### src/rtl/neopixel_frame_source.sv
// Double-buffered NeoPixel frame store: host fills the back bank, a commit swaps banks at the
// next frame boundary, and the front bank is streamed as brightness-scaled GRB bytes.
module neopixel_frame_source #(
  parameter int NUM_PIXELS = 16,
  parameter int IDX_W      = 4
) (
  input  logic             clk_20M,
  input  logic             nrst,
  input  logic             wr_en,
  input  logic [IDX_W-1:0] wr_idx,
  input  logic [7:0]       wr_red,
  input  logic [7:0]       wr_green,
  input  logic [7:0]       wr_blue,
  input  logic             commit,
  output logic             commit_pending,
  input  logic [7:0]       brightness,
  input  logic             frame_req,
  output logic             byte_valid,
  input  logic             byte_ready,
  output logic [7:0]       byte_data,
  output logic             byte_last,
  output logic             overrun
);

  localparam int PIX_W = (NUM_PIXELS > 1) ? $clog2(NUM_PIXELS) : 1;
  localparam logic [IDX_W:0] NPIX     = (IDX_W+1)'(NUM_PIXELS);
  localparam logic [PIX_W-1:0] PIX_MAX = PIX_W'(NUM_PIXELS - 1);

  typedef enum logic [1:0] {S_IDLE, S_LOAD, S_STREAM} state_t;

  state_t state_q, state_d;

  // Pixels stored as {R, G, B}; bank_sel_q names the front bank.
  logic [1:0][NUM_PIXELS-1:0][23:0] bank_q;
  logic             bank_sel_q, bank_sel_d;
  logic [7:0]       bright_q, bright_d;
  logic [PIX_W-1:0] pix_q, pix_d;
  logic [1:0]       col_q, col_d;
  logic             valid_q, valid_d;
  logic [7:0]       data_q, data_d;
  logic             last_q, last_d;
  logic             pend_q, pend_d;
  logic             ovr_q, ovr_d;

  logic        start;
  logic        wr_ok;
  logic        xfer;
  logic [23:0] px;
  logic [7:0]  chan;
  logic [15:0] prod;

  assign start = (state_q == S_IDLE) && frame_req;
  assign wr_ok = wr_en && ({1'b0, wr_idx} < NPIX);
  assign xfer  = valid_q && byte_ready;

  assign px = bank_q[bank_sel_q][pix_q];

  always_comb begin
    chan = px[7:0];
    case (col_q)
      2'd0:    chan = px[15:8];
      2'd1:    chan = px[23:16];
      default: chan = px[7:0];
    endcase
  end

  // (brightness+1) scaling makes 255 an exact pass-through and 0 a full blank.
  assign prod = {8'd0, chan} * ({8'd0, bright_q} + 16'd1);

  always_ff @(posedge clk_20M) begin
    if (!nrst) state_q <= S_IDLE;
    else       state_q <= state_d;
  end

  always_comb begin
    state_d = state_q;
    case (state_q)
      S_IDLE:   if (frame_req) state_d = S_LOAD;
      S_LOAD:   state_d = S_STREAM;
      S_STREAM: if (xfer) state_d = last_q ? S_IDLE : S_LOAD;
      default:  state_d = S_IDLE;
    endcase
  end

  always_comb begin
    bank_sel_d = bank_sel_q;
    bright_d   = bright_q;
    pix_d      = pix_q;
    col_d      = col_q;
    valid_d    = valid_q;
    data_d     = data_q;
    last_d     = last_q;
    pend_d     = pend_q | commit;
    ovr_d      = frame_req && (state_q != S_IDLE);
    case (state_q)
      S_IDLE: begin
        if (start) begin
          if (pend_q || commit) bank_sel_d = ~bank_sel_q;
          pend_d   = 1'b0;
          bright_d = brightness;
          pix_d    = '0;
          col_d    = 2'd0;
        end
      end
      S_LOAD: begin
        data_d  = prod[15:8];
        valid_d = 1'b1;
        last_d  = (pix_q == PIX_MAX) && (col_q == 2'd2);
      end
      S_STREAM: begin
        if (xfer) begin
          valid_d = 1'b0;
          last_d  = 1'b0;
          if (!last_q) begin
            if (col_q == 2'd2) begin
              col_d = 2'd0;
              pix_d = pix_q + 1'b1;
            end else begin
              col_d = col_q + 2'd1;
            end
          end
        end
      end
      default: ;
    endcase
  end

  always_ff @(posedge clk_20M) begin
    if (!nrst) begin
      bank_sel_q <= 1'b0;
      bright_q   <= 8'd0;
      pix_q      <= '0;
      col_q      <= 2'd0;
      valid_q    <= 1'b0;
      data_q     <= 8'd0;
      last_q     <= 1'b0;
      pend_q     <= 1'b0;
      ovr_q      <= 1'b0;
    end else begin
      bank_sel_q <= bank_sel_d;
      bright_q   <= bright_d;
      pix_q      <= pix_d;
      col_q      <= col_d;
      valid_q    <= valid_d;
      data_q     <= data_d;
      last_q     <= last_d;
      pend_q     <= pend_d;
      ovr_q      <= ovr_d;
    end
  end

  // Writes target the pre-swap back bank, so a write in the swap cycle joins the new frame.
  always_ff @(posedge clk_20M) begin
    if (!nrst) begin
      bank_q <= '0;
    end else if (wr_ok) begin
      bank_q[~bank_sel_q][wr_idx[PIX_W-1:0]] <= {wr_red, wr_green, wr_blue};
    end
  end

  assign commit_pending = pend_q;
  assign byte_valid     = valid_q;
  assign byte_data      = data_q;
  assign byte_last      = last_q;
  assign overrun        = ovr_q;

endmodule

### config.mk
export PLATFORM = sky130hd
export DESIGN_NAME = neopixel_frame_source
export DESIGN_NICKNAME = d
export VERILOG_FILES = /design/src/rtl/neopixel_frame_source.sv
export SDC_FILE = /design/constraint.sdc
export NUM_CORES = 2
export LEC_CHECK = 0
export CORE_ASPECT_RATIO = 1.75
export CORE_MARGIN = 5
export CORE_UTILIZATION = 57
export DETAILED_ROUTE_END_ITERATION = 6
export PLACE_DENSITY = 0.86
export SYNTH_ARGS = -nofsm -noshare
export SYNTH_HDL_FRONTEND = slang
export SYNTH_SLANG_ARGS = --single-unit
export TNS_END_PERCENT = 30
### constraint.sdc
create_clock -name clk_20M -period 6.7 [get_ports clk_20M]
set_input_delay 1.34 -clock clk_20M [delete_from_list [all_inputs] [get_ports clk_20M]]
set_output_delay 1.34 -clock clk_20M [all_outputs]
set_load 0.02 [all_outputs]
# --- Yosys cells after proc, flatten, opt, wreduce, memory -nomap -nowiden ---
# Index checks and enable logic that the tools add are counted.
word_totals:
  regBits: 797
  in_bits: 42
  output_inout_bits: 12
  elab_cells: 111
op_classes:
  add_sub_neg: 3
  n_mul: 1
  order_cmp: 6
  eq_ne: 10
  mux: 29
  bitwise_logic: 2
  n_reduce_logical: 18
op_table:
  columns: ["cell", "n"]
  rows:
  - ["$mux W384", 3]
  - ["$bwmux W768", 1]
  - ["$demux W384 S1", 1]
  - ["$bmux W24 S4", 1]
  - ["$demux W24 S4", 1]
  - ["$mux W24", 2]
  - ["$mul A8 B9 Y16", 1]
  - ["$mux W4", 4]
  - ["$pmux W8 S2", 1]
  - ["$mux W2", 6]
  - ["$lt A4 B5 Y1 const B", 2]
  - ["$ne A2 B2 Y1 const B", 5]
  - ["$add A8 B1 Y9 const B", 1]
  - ["$pmux W4 S2", 1]
  - ["$logic_and A1 B1 Y1", 6]
  - ["$pmux W2 S3", 1]
  - ["$reduce_and A2 Y1", 3]
  - ["$reduce_bool A2 Y1", 3]
  - ["$reduce_and A5 Y1", 1]
  - ["$add A4 B1 Y4 const B", 1]
  - ["$eq A2 B1 Y1 const B", 2]
  - ["$eq A2 B2 Y1 const B", 2]
  - ["$eq A4 B4 Y1 const B", 1]
  - ["$ge A4 B1 Y1 const B", 1]
  - ["12 further kinds", 18]

# --- Depth between registers and ports, before layout ---
logic_depth:
  ltp_word: 7
  ltp_mapped: 29
  depth_no_buf: 23

# --- Worst setup path after synthesis ---
# Ideal clock, no wire load.
synth_timing:
  kind: "register -> register"
  start: "register pix_q[0]"
  end: "register data_q[5], in the netlist byte_data[5]"
  setup_time_ns: 0.122
  arrival_ns: 6.929
  required_ns: 6.578
  slack_ns: -0.351
  stages_incl_launch_ff: 25
  path_buffers: 3
  synth_period_minus_slack_ns: 7.051
  cell_sequence: "dfxtp_1 buf_6 buf_4 buf_1 mux4_2 mux4_2 mux4_2 o21ai_2 nor2_1 fa_1 inv_1 fa_1 inv_1 fa_1 fa_1 ha_1 o21ai_0 nand2b_1 nand2_1 nor2_1 nor3_1 o41ai_4 a2111oi_1 nor3_1 a311o_1"
synth_via:
  elab_chain_cells: 4
synth_lines:
  columns: ["item", "line", "text"]
  rows:
  - ["from (decl)", "37", "logic [PIX_W-1:0] pix_q, pix_d;"]
  - ["from (signal assigned)", "142", "pix_q <= pix_d;"]
  - ["$bmux W24 S4", "56", "assign px = bank_q[bank_sel_q][pix_q];"]
  - ["$mux W24 (not written as such)", "56", null]
  - ["$pmux W8 S2", "60", "case (col_q)"]
  - ["$mul A8 B9 Y16", "68", "assign prod = {8'd0, chan} * ({8'd0, bright_q} + 16'd1);"]
  - ["to (signal assigned)", "145", "data_q <= data_d;"]
  - ["to (decl)", "40", "logic [7:0] data_q, data_d;"]
# Every way passes these cells. The select of a mux whose other input is x is not followed.
# A chain may end at the register's enable or synchronous reset.

# --- Final worst setup path ---
# Ends and elaborated chain as after synthesis.

==> metrics list <==
- Number of global-route vias before repair: 33,200
- The worst setup path is of the reg -> reg kind.
- The floorplan has 122 rows.
* Type of element capturing the critical path: register
* Area overhead of the layout relative to synthesis: 11.4%
- The worst register-to-register path begins at pix_q[0].
- Setup repair after global routing could not meet its margin everywhere.
- Synthesis produced a netlist with a net count of 4,384.
- Critical Path AT: 7.18 ns
* Last weighted congestion value of the routability-driven placer: 0.979
- The worst hold path was traced through 2 stages.
- TritonCTS clock tree: done
- In this run the worst path has a maximum fanout of 16.
* Commonest register cell after synthesis: dfxtp_1
* Required arrival time at the worst endpoint: 7.21 ns
- Including well taps, the total number of placed cells is 4,915.
- The endpoint identified for the worst register-to-register timing path is byte_data[5].
- The clock net in this run drives a total of 797 sinks.
- The cell count after synthesis came out at 4,268.
- After detailed routing, the average wire length per cell comes to 24.8 um.
* Total track usage: 34.8%
- Cells fill 63.7% of the core in the end.
- Number of buffers inserted during clock tree synthesis: 66
* Vias post-DR: 33,400
- Normalized max-slew margin: 21.1%
- Htree depth: 3
- In the routed design, unresolved DRC markers number 62.
* Final clock period utilization by the worst path: 99.4%
- Number of antenna violations at the first check in global routing: 4
* Area of all placed cells without fillers: 40,200 um^2
* Maximum count of clock buffers along a single path: 3
- Hold Vio Cnt, Final: 0
- Worst Min Path Start: bank_q[652]
- Clock-pin slew was measured on the worst setup and hold paths at 0.07 ns.
- Die ar.: 68,600 um^2
* Count of flip-flops with a built-in enable after synthesis: 0
- Net total in the final layout: 4,319
- IR Drop Worst-Case VDD: 0.225 mV
- The first detailed-routing pass ran for 7 iterations.
* Crit-path most repeated cell: fa_1
* Hold Crit Class: reg -> reg
* Design Power: 0.00944 W
- For this design the static power due to leakage is 13.2 nW.
* Worst slack, placed: 0.0843 ns
- For this run, the top clock speed supported by timing is 150 MHz.
- The first global-routing pass estimated 187 mm of wire.
- The worst hold path terminates at bank_q[652].
- The setup check on the worst reg-to-reg path leaves a slack of 0.04 ns.
* Largest clock skew in the final design: 0.0206 ns
- The checks that failed: design-rule violations.
- Horizontal die dimension: 200 um
* Vias per Instance: 6.60
* Syn_area_per_cell: 8.45 um^2
- The Yosys step of the flow raised 0 warnings.
- Area post-placement: 37,700 um^2
- The run finished, with violations left.
- Clock latency on the worst-skew pair, taken at its later pin, is 0.63 ns.
- Post-synth design cell area: 36,100 um^2
- Share of synthesized area occupied by flip-flops and latches: 44.2%
* Starting density of the core: 57.2%
- After synthesis the netlist holds a flip-flop and latch count of 797.
- The total area inside the core boundary comes to 63,000 um^2.
- Number of ports placed on the die boundary: 54
- For this run, the number of standard cells in the final layout without fillers is 5,060.
- Vertical die dimension: 343 um
* Proportion of layout cells with a drive suffix above 1: 13.3%
* Net load switching power: 0.00232 W
- Count of routing violations after the opening detailed-route iteration: 5,122
- Post-synth ARST share: 0%
* Number of cells on the worst reg-to-reg path: 23
- Sequential share of power: 51.0%
* Worst Slack Setup Final: 0.0370 ns
* Worst-path cell with the longest stage delay: fa_1
- The largest single stage delay on the critical path is 0.58 ns.
* Post-layout minimum cycle time: 6.66 ns
- Walking the worst path, the cells encountered are buf_12 -> buf_12 -> buf_4 -> mux4_2 -> mux4_2 -> mux4_2 -> o21ai_4 -> nor2_1 -> fa_1 -> inv_1 -> fa_1 -> inv_1 -> fa_1 -> fa_1 -> ha_4 -> a211o_1 -> a21oi_2 -> nor2_1 -> nor3_2 -> o41ai_4 -> a2111oi_4 -> nor3_1 -> a311o_1.
- The worst setup path is launched from a register.
- Of the total power, the clock network draws 41.4%.
- In this run the tool buffered the top-level ports with 53 buffer cells.
- For this block, the routed nets add up to 125 mm of wire.
- Entering global routing, the biggest net connects 174 pins.
- Setup violations remaining at the end of the flow were counted as 0.
* Max-slew violation count: 0
- Total congestion overflow: 0
- Of the total power, the share spent switching nets is 24.6%.
* P per Cell Area: 235 nW/um^2
- Slew at the pin closest to its max-slew limit: 1.18 ns
* Cell-internal power: 0.00711 W
- Remaining antenna violation count after routing: 0
* Post-synthesis cell type count: 61
- Max-cap violations in this run came to 0.
- The wire-length estimate of the detail-placed layout is 75.4 mm.
- In this run the clock root is driven by a clkbuf_16.
- Combinational fraction of design power: 7.6%
-- critical path, delay by kind of cell (launching register included) --
kind            cells  cell delay [ns]
compound gates      6             1.36
buf+inv             5             0.52
fa+ha+maj           5             2.24
flops               1             0.38
simple gates        4             0.44
mux                 3             1.60
-- per-stage QoR --
| stage | hold slack [ns] | TNS, ns |
|---|---|---|
| 4_1_cts | 0.453 | 0 |
| 3_5_place_dp | 0.443 | 0 |
| 3_3_place_gp | 0.438 | 0 |
| 2_1_floorplan | 0.432 | 0 |
| 5_1_grt | 0.470 | -0.384 |
| 6_report | 0.453 | 0 |
-- synth_stat cells (16+ instances only) --
cell / number / area [um^2]
fa_1: 40 / 801
nand2_1: 1613 / 6050
dfxtp_1: 797 / 16000
mux4_2: 218 / 4910
nor2_1: 109 / 409
clkbuf_1: 303 / 1140
nand3_1: 34 / 170
nand2b_1: 17 / 106
inv_1: 48 / 180
ha_1: 34 / 425
mux2i_1: 26 / 260
a21oi_1: 795 / 3980
nor2b_1: 16 / 100
buf_2: 27 / 135
-- power groups by stage --
stage | Combinational (W) | Clock [W] | Sequential [W]
finish | 0.000721 | 0.00391 | 0.00481
global route | 0.000747 | 0.00406 | 0.00481
CTS | 0.000647 | 0.00387 | 0.00481
detailed placement | 0.000644 | 0 | 0.00492
global placement | 0.000635 | 0 | 0.00492
floorplan | 0.000429 | 0 | 0.00491
-- placed cells by master, fill, tap and decap left out, types with 29 or more instances in the layout --
master and instances:
mux4_2 218, a21oi_1 792, nand2_1 1613, nand3_1 29
inv_1 48, clkbuf_16 71, buf_4 148, ha_1 33
dfxtp_1 794, nor2_1 85, clkdlybuf4s50_1 50, fa_1 40
-- worst max path at each step --
| stage | endpoint | slack, ns | cells past startpoint | start |
|---|---|---|---|---|
| detailed placement | byte_data[5] | 0.08 | 21 | pix_q[0] |
| global placement | byte_data[5] | 0.16 | 21 | pix_q[0] |
| CTS | byte_data[5] | 0.06 | 21 | pix_q[0] |
| finish | byte_data[5] | 0.04 | 23 | pix_q[0] |
| floorplan | byte_data[5] | 0.04 | 26 | pix_q[0] |
| global route | byte_data[5] | -0.10 | 23 | pix_q[0] |
-- area by class of cell --
type,instances,area [um^2]
clock inverters,18,189
flip-flops and latches,797,16000
multi-input cells,3058,18700
clock buffers,95,1910
inverters,51,199
repair buffers,229,2170
diodes,6,15.0
well taps,806,1010
fillers,4541,22900
-- logic make-up (layout without fill, tap and decap cells) --
| family | Yosys count | count (layout) | share of synthesized area [%] |
|---|---|---|---|
| and+or+nand+nor | 1851 | 1851 | 20.0 |
| AOI/OAI and AO/OA | 865 | 865 | 12.6 |
| DFF | 797 | 797 | 44.2 |
| buffers and inverters | 413 | 393 | 4.74 |
| muxes | 253 | 253 | 14.7 |
| adders and majority gates | 74 | 74 | 3.40 |
| xor gates and xnor gates | 15 | 15 | 0.364 |
| other | 0 | 6 | 0 |
-- flip-flops by register name, summed over array words and instances (netlist names) --
register and flops:
bank_q 768, bank_sel_q 1, bright_q 8, byte_data 8
byte_last 1, byte_valid 1, col_q 2, commit_pending 1
overrun 1, pix_q 4, state_q 2
-- repair_timing --
action	CTS	global route
setup endpoints to repair	0	7
hold endpoints to repair	0	0
hold buffers	0	0
resized for setup	0	17
setup buffers	0	22
-- per-layer routing --
metal | wire length (um) | track usage, % | vias up
li1 | - | - | 14200
met1 | 36900 | 36.8 | 15400
met2 | 56200 | 55.2 | 2742
met3 | 16600 | 9.31 | 1044
met4 | 15600 | 34.9 | 2
met5 | 15 | 0 | -
No activity file was read; power rests on OpenSTA's default activity.
